<file path="src/rtl/enc_serializer.sv">
// enc_serializer: bit-serial output stage placed after the enumeration encoder.
// Encoded words of NBIT+1 bits are buffered in a DEPTH-word FIFO. Each word is
// shifted out MSB-first, one bit per out_valid/out_ready handshake.
// out_first marks the MSB and out_last marks the final bit of the frame.
// A wrapping counter tracks completed frames.
//
// Optional feature: define ENC_SER_PARITY_EN to append an even-parity bit
// (XOR of all data bits) after the LSB. out_last then moves to the parity bit.
//
// Ports:
//   clk, rst_n          clock, asynchronous active-low reset
//   in_valid/in_ready   word input handshake, in_word = NBIT+1-bit word
//   out_valid/out_ready bit output handshake
//   out_bit             current serial bit
//   out_first/out_last  frame markers for the current bit
//   word_cnt            completed frames, wraps modulo 2^CNT_W
//   busy                FIFO non-empty or a frame in progress
module enc_serializer #(
   parameter  int unsigned DEPTH = 2,
   parameter  int unsigned CNT_W = 16,
   // Fixed by the encoder (constants.v); not overridable here.
   localparam int unsigned NBIT  = 8
) (
   input  logic             clk,
   input  logic             rst_n,
   input  logic             in_valid,
   output logic             in_ready,
   input  logic [NBIT:0]    in_word,
   output logic             out_valid,
   input  logic             out_ready,
   output logic             out_bit,
   output logic             out_first,
   output logic             out_last,
   output logic [CNT_W-1:0] word_cnt,
   output logic             busy
);

   localparam int unsigned W  = NBIT + 1;
   localparam int unsigned PW = (DEPTH > 1) ? $clog2(DEPTH) : 1;
   localparam int unsigned CW = PW + 1;
   localparam int unsigned BW = $clog2(W);

`ifdef ENC_SER_PARITY_EN
   typedef enum logic [1:0] {IDLE, SHIFT, PAR} state_t;
`else
   typedef enum logic [1:0] {IDLE, SHIFT} state_t;
`endif

   state_t        state;
   logic [W-1:0]  mem [DEPTH];
   logic [PW-1:0] wptr, rptr;
   logic [CW-1:0] fcount;
   logic [W-1:0]  sreg;
   logic [BW-1:0] bit_idx;
   logic [W-1:0]  head;
   logic          empty, push, pop, frame_done;
`ifdef ENC_SER_PARITY_EN
   logic          par;
`endif

   assign empty    = (fcount == '0);
   assign in_ready = (fcount < CW'(DEPTH));
   assign push     = in_valid && in_ready;
   assign head     = mem[rptr];
   assign busy     = !empty || (state != IDLE);

`ifdef ENC_SER_PARITY_EN
   assign frame_done = (state == PAR) && out_ready;
`else
   assign frame_done = (state == SHIFT) && out_ready && (bit_idx == '0);
`endif

   // The head is popped either from IDLE or on the completing handshake, so
   // consecutive frames run back to back without an idle cycle.
   assign pop = !empty && ((state == IDLE) || frame_done);

   always_ff @(posedge clk) begin
      if (push) mem[wptr] <= in_word;
   end

   always_ff @(posedge clk or negedge rst_n) begin
      if (!rst_n) begin
         wptr   <= '0;
         rptr   <= '0;
         fcount <= '0;
      end else begin
         if (push) wptr <= wptr + PW'(1);
         if (pop)  rptr <= rptr + PW'(1);
         case ({push, pop})
            2'b10:   fcount <= fcount + CW'(1);
            2'b01:   fcount <= fcount - CW'(1);
            default: fcount <= fcount;
         endcase
      end
   end

   always_ff @(posedge clk or negedge rst_n) begin
      if (!rst_n) begin
         state     <= IDLE;
         sreg      <= '0;
         bit_idx   <= '0;
         out_valid <= 1'b0;
         out_bit   <= 1'b0;
         out_first <= 1'b0;
         out_last  <= 1'b0;
         word_cnt  <= '0;
`ifdef ENC_SER_PARITY_EN
         par       <= 1'b0;
`endif
      end else begin
         if (frame_done) word_cnt <= word_cnt + CNT_W'(1);

         if (pop) begin
            state     <= SHIFT;
            sreg      <= head;
            bit_idx   <= BW'(NBIT);
            out_valid <= 1'b1;
            out_bit   <= head[NBIT];
            out_first <= 1'b1;
            out_last  <= 1'b0;
`ifdef ENC_SER_PARITY_EN
            par       <= ^head;
`endif
         end else if (frame_done) begin
            state     <= IDLE;
            out_valid <= 1'b0;
            out_bit   <= 1'b0;
            out_first <= 1'b0;
            out_last  <= 1'b0;
         end else if ((state == SHIFT) && out_ready) begin
            if (bit_idx != '0) begin
               sreg      <= {sreg[NBIT-1:0], 1'b0};
               bit_idx   <= bit_idx - BW'(1);
               out_bit   <= sreg[NBIT-1];
               out_first <= 1'b0;
`ifdef ENC_SER_PARITY_EN
               out_last  <= 1'b0;
`else
               out_last  <= (bit_idx == BW'(1));
`endif
            end
`ifdef ENC_SER_PARITY_EN
            else begin
               state     <= PAR;
               out_bit   <= par;
               out_first <= 1'b0;
               out_last  <= 1'b1;
            end
`endif
         end
      end
   end

endmodule

</file>
<file path="config.mk">
export PLATFORM = sky130hd
export DESIGN_NAME = enc_serializer
export DESIGN_NICKNAME = d
export VERILOG_FILES = /design/src/rtl/enc_serializer.sv
export SDC_FILE = /design/constraint.sdc
export NUM_CORES = 1
export LEC_CHECK = 0
export CAP_MARGIN = 5
export CORE_MARGIN = 4
export CORE_UTILIZATION = 55
export CTS_BUF_LIST = sky130_fd_sc_hd__clkbuf_8
export CTS_CLUSTER_SIZE = 30
export DETAILED_ROUTE_END_ITERATION = 6
export DONT_BUFFER_PORTS = 1
export PLACE_DENSITY = 0.79
export SLEW_MARGIN = 15
export SYNTH_ARGS = -nofsm -noshare
export SYNTH_HDL_FRONTEND = slang
export SYNTH_SLANG_ARGS = --single-unit
</file>
<file path="constraint.sdc">
create_clock -name clk -period 2.4 [get_ports clk]
set_input_delay 0.48 -clock clk [delete_from_list [all_inputs] [get_ports clk]]
set_output_delay 0.48 -clock clk [all_outputs]
set_load 0.02 [all_outputs]
</file>
# ---- Word-level counts from Yosys, hierarchy flattened
# Memory sizes are Yosys's and may differ from the RTL's.
# Cells that the tools add are included.
dict set report totals {
  ff_bits 38
  ramBits 18
  out_inout_bits 22
  word_cells 71
  memories 1
}
# memory words word_bits read_ports rd_ports_with_merged_regs write_ports line_no
set mem_list {}
lappend mem_list {mem 2 9 1 0 1 50} ;# logic [W-1:0] mem [DEPTH];
dict set report op_classes {
  add_sub_neg 6
  order_cmp 1
  n_eq_ne 5
  muxes 27
  n_reduce_logical 20
}
# cell count
set op_table {}
lappend op_table {{two-way mux 8 bit} 4}
lappend op_table {{adder 16 x 1 -> 16 bit, second input constant} 1}
lappend op_table {{two-way mux 1 bit} 16}
lappend op_table {{two-way mux 4 bit} 4}
lappend op_table {{nonzero test 2 bit} 5}
lappend op_table {{nonzero test 3 bit} 2}
lappend op_table {{equality test 2 x 1 -> 1 bit, second input constant} 2}
lappend op_table {{equality test 4 x 1 -> 1 bit, second input constant} 1}
lappend op_table {{logical AND 1 bit} 4}
lappend op_table {{logical NOT 2 bit} 2}
lappend op_table {{logical NOT 4 bit} 1}
lappend op_table {{two-way mux 2 bit} 2}
lappend op_table {{one-hot mux 2 bit (2 select lines)} 1}
lappend op_table {{nonzero test 4 bit} 1}
lappend op_table {{subtractor 4 x 1 -> 4 bit, second input constant} 1}
lappend op_table {{AND reduction 3 bit} 1}
lappend op_table {{adder 1 bit, second input constant} 2}
lappend op_table {{adder 2 x 1 -> 2 bit, second input constant} 1}
lappend op_table {{equality test 2 bit, second input constant} 1}
lappend op_table {{logical OR 1 bit} 2}
lappend op_table {{< comparator 2 bit, second input constant} 1}
lappend op_table {{!= test 2 bit, second input constant} 1}
lappend op_table {{AND reduction 2 bit} 1}
lappend op_table {{subtractor 2 x 1 -> 2 bit, second input constant} 1}
lappend op_table {{logical NOT 1 bit} 1}

# ---- Longest topological paths before layout
dict set report depth {
  depth_word 7
  ltp_mapped 10
  depth_no_buf 9
}

# ---- Worst setup path before layout
# OpenSTA, ideal clock, no wires.
dict set report synth_timing {
  path_type {reg-to-reg}
  start {reg bit_idx[0]}
  end {reg fcount[1]}
  setup_ps 80
  arrival_ps 1958
  slack_ps 362
  stages_incl_launch_ff 10
  path_buffers 1
  period_less_slack_ps 2038
  cell_sequence {dfrtp_1 inv_1 ha_1 or3b_1 o21ai_2 and2_1 buf_4 ha_1 nor2_1 xnor2_1}
}
dict set report synth_via {
  elab_chain_cells 6
  elab_cells_between_ends 8
  cone_classes {eq/ne (2); mux (1); reduce/logical (5)}
}
# element line_no
set synth_lines {}
lappend synth_lines {{start: declaration} 54} ;# logic [BW-1:0] bit_idx;
lappend synth_lines {{start signal: assignment} 116} ;# bit_idx <= BW'(NBIT);
lappend synth_lines {{start signal: assignment} 133} ;# bit_idx <= bit_idx - BW'(1);
lappend synth_lines {{logical NOT 4 bit *} 70} ;# assign frame_done = (state == SHIFT) && out_ready && (bit_idx == '0);
lappend synth_lines {{logical AND 1 bit *} 70}
lappend synth_lines {{logical OR 1 bit *} 75} ;# assign pop = !empty && ((state == IDLE) || frame_done);
lappend synth_lines {{logical AND 1 bit *} 75}
lappend synth_lines {{named net pop} 56} ;# logic empty, push, pop, frame_done;
lappend synth_lines {{equality test 2 x 1 -> 1 bit or equality test 2 bit (tied branches)} 89} ;# case ({push, pop})
lappend synth_lines {{one-hot mux 2 bit (2 select lines) or nonzero test 2 bit (tied branches)} n/a}
lappend synth_lines {{end signal: assignment} 90} ;# 2'b10: fcount <= fcount + CW'(1);
lappend synth_lines {{end signal: assignment} 91} ;# 2'b01: fcount <= fcount - CW'(1);
lappend synth_lines {{end signal: assignment} 92} ;# default: fcount <= fcount;
lappend synth_lines {{end: declaration} 52} ;# logic [CW-1:0] fcount;
# Mark *: on every way through the listed nets, which the timed path passes. The rest lies on a longest branch.
# A chain may end at the register's enable or synchronous reset.

# ---- Worst setup path after layout
dict set report layout_timing {
  start {reg bit_idx[0]}
  end {reg fcount[1]}
}
dict set report layout_via {
  elab_chain_cells 6
  elab_cells_between_ends 8
  cone_classes {eq/ne (2); mux (1); reduce/logical (5)}
}
# element line_no
set layout_lines {}
lappend layout_lines {{logical NOT 4 bit *} 70}
lappend layout_lines {{logical AND 1 bit *} 70}
lappend layout_lines {{logical OR 1 bit *} 75}
lappend layout_lines {{logical AND 1 bit *} 75}
lappend layout_lines {{equality test 2 x 1 -> 1 bit or equality test 2 bit (tied branches)} 89}
lappend layout_lines {{one-hot mux 2 bit (2 select lines) or nonzero test 2 bit (tied branches)} n/a}
# Every way passes the cells marked *; elsewhere a longest branch is shown, timed or not.

==> impl_results.md <==
- Status: finished clean
- Final ANT Viol Nets: 0
- CP required: approximately 2.6 ns
- Initial core utilization: 0.568
- CP arrival: 2.27 ns
- Worst setup path class: reg -> reg
- Hold WS: 0.246 ns
- Share of total power in combinational logic: 0.266
- Depth of the CTS H-tree: 2
- EDFF count, synth: 18
- Die width: approximately 75 um
- Largest net degree at the start of global routing: 37
- TritonCTS buffer count: 5
- Commonest non-fill, non-tap cells in the layout: dfrtp_1 (36), nand2_1 (24), edfxtp_1 (18)
- Final Util: 0.608
- WL final: approximately 4300 um
- Syn avg cell area: between 10 and 15 um^2
- Crit Path Max Fanout: 4
- Clk network pwr share: 0.191
- Yosys Warn Count: 0
- R2R depth: 9
- Period utilization: 0.862
- Syn_nets: ~230
- Ys flop type: dfrtp_1
- Max IR drop VDD: 542 uV
- Slew @ Worst Pin: between 0.5 and 0.6 ns
- Final Critical Period: 2.07 ns
- Post-Syn Area: 2490 um^2
- Overflow after GRT: 0
- Area grow syn2layout: 6.93%
- DRT iter0 DRCs: 60
- Hold Path Stages: 1
- Port bufs: 0
- CTS tree: built
- Post-synth cell types: 42
- DR vias: ~1600
- Power density over cell area: approximately 1000 nW/um^2
- Crit-path max cell delay: roughly 0.42 ns
- DPL Wire Length: 3020 um
- MaxCap Viol Count: 0
- FMAX: between 400 and 500 MHz
- Core ar.: ~4400 um^2
- Post-CTS Resized: 0
- Skew final: between 0.007 and 0.008 ns
- Total Power: 2.68 mW
- NetSw: approximately 940 uW
- Post-route DRC: 0
- Row count: 24
- RSZ-0062 raised after global routing: false
- Sequential share of power: 0.544
- Clk_lat worst skew: just over 0.3 ns
- Min-Delay Path Class: in -> reg
- First-pass detailed-route iteration total: 4
- Post-DR vias/cell: between 6 and 7
- Routability cong.: about 0.74
- Die span in y: around 75 um
- Pleak: around 1.1 nW
- CP Capture Type: flop
- Initial antenna violation count: 0
- Total die area: 5670 um^2
- Crit path launch type: flop
- Routed length per instance: ~16 um
- WP depth: 9
- Clock Tree Buf Depth: 2
- Fill count: between 300 and 400
- Crit path max-delay family: simple AND/OR/NAND/NOR gates
- Global-route wire length before repair: 7150 um
- Seq/Total Area, Yosys: 0.579
- Max transition margin: 0.661
- Nets: about 230
- Number of setup buffers added after CTS: 0
- Worst-path clk slew: roughly 0.1 ns
- Async SR Flop Fraction: 0.667
- Worst-path cell chain: inv_1, ha_1, or3b_1, o21ai_2, and2_1, ha_1, xnor2_1, nor2_1, xnor2_1
- Switching Share: 0.350
- Share of layout cells above drive strength 1: 0.127
- CTS sink cnt: between 50 and 60
- Root buf cell: clkbuf_8
- Slowest-stage cell, CP: dfrtp_1
- Vias in the first global route: 1639
- Mapped Cells: between 200 and 250
- Ant diodes: 0
- Commonest non-fill, non-tap cell in the layout: dfrtp_1
- Final setup viols: 0
- Fin. max-slew vios: 0
- Io pins: 35
- Seq cells post-synth: 54
- Count of final hold-check violations: 0
- All-layer global routing usage: 0.169
- Buf+Inv Stages, Crit Path: 1
- Setup TNS: 0 ns
- Int Power: about 1.7 mW
[registers in the layout, summed over array words and instances (netlist names)]
register   count
bit_idx        4
fcount         2
mem           18
out_bit        1
out_first      1
out_last       1
out_valid      1
rptr           1
sreg           8
word_cnt      16
wptr           1
[kinds of logic (layout without fill, tap and decap cells)]
group,Yosys count,count (layout),share of synthesized area
buffers and inverters,16,21,0.0291
xor gates and xnor gates,20,20,0.0703
muxes,11,11,0.0487
adders and majority gates,4,4,0.0201
and+or+nand+nor,71,71,0.154
AOI/OAI and AO/OA,32,32,0.0995
DFF,54,54,0.579
[area by class of cell]
| cell class | count | area, um^2 | area share |
|---|---|---|---|
| clock buffer | 5 | 68.8 | 0.0258 |
| multi-input combinational | 138 | 977 | 0.367 |
| timing repair buffer | 6 | 60.1 | 0.0225 |
| clock inverter | 3 | 25.0 | 0.00939 |
| sequential | 54 | 1440 | 0.541 |
| tap | 52 | 65.1 | 0.0244 |
| inverter | 7 | 26.3 | 0.00986 |
[per-stage QoR]
stage / cell area (um^2) / setup WS, ns / instances
2_1_floorplan: 2490 / 0.362 / 208
3_3_place_gp: 2540 / 0.424 / 255
3_5_place_dp: 2540 / 0.360 / 255
4_1_cts: 2660 / 0.325 / 265
5_1_grt: 2660 / 0.180 / 265
6_report: 2660 / 0.332 / 265
[what timing repair did]
item,4_1_cts,5_1_grt
hold buffers,2,0
hold endpoints to repair,36,0
setup endpoints to repair,0,0
[routing by layer]
layer / GRT usage / up-vias / wire length [um]
met5: 0 / - / 0
met3: 0.0580 / 7 / 323
met1: 0.196 / 802 / 1730
met4: 0.0796 / 0 / 78
met2: 0.280 / 40 / 2120
li1: - / 760 / -
[power by group through the flow]
stage	registers, mW	logic [mW]	clock network (mW)
3_3_place_gp	1.46	0.678	0
3_5_place_dp	1.47	0.703	0
5_1_grt	1.49	0.810	0.566
2_1_floorplan	1.39	0.625	0
6_report	1.46	0.712	0.511
4_1_cts	1.46	0.725	0.528
[cell usage after synthesis, drive strengths merged, types with 6 or more instances]
master / number / area, um^2
o21ai: 6 / 33.8
dfrtp: 36 / 901
nor2: 7 / 26.3
xor2: 10 / 87.6
a221o: 7 / 70.1
nand3: 13 / 65.1
nand2: 24 / 90.1
edfxtp: 18 / 541
inv: 7 / 26.3
a21boi: 7 / 52.6
xnor2: 10 / 87.6
mux2: 9 / 101
[path summary, 6_finish.rpt]
path,from,end,slack (ns)
max reg2reg,bit_idx[0],fcount[1],0.33
min,out_ready,sreg[0],0.25
min in group asynchronous,rst_n,bit_idx[1],0.64
min reg2reg,wptr,wptr,0.51
max in group asynchronous,rst_n,sreg[3],1.58
max,bit_idx[0],fcount[1],0.33
No activity file was read; power rests on OpenSTA's default activity.
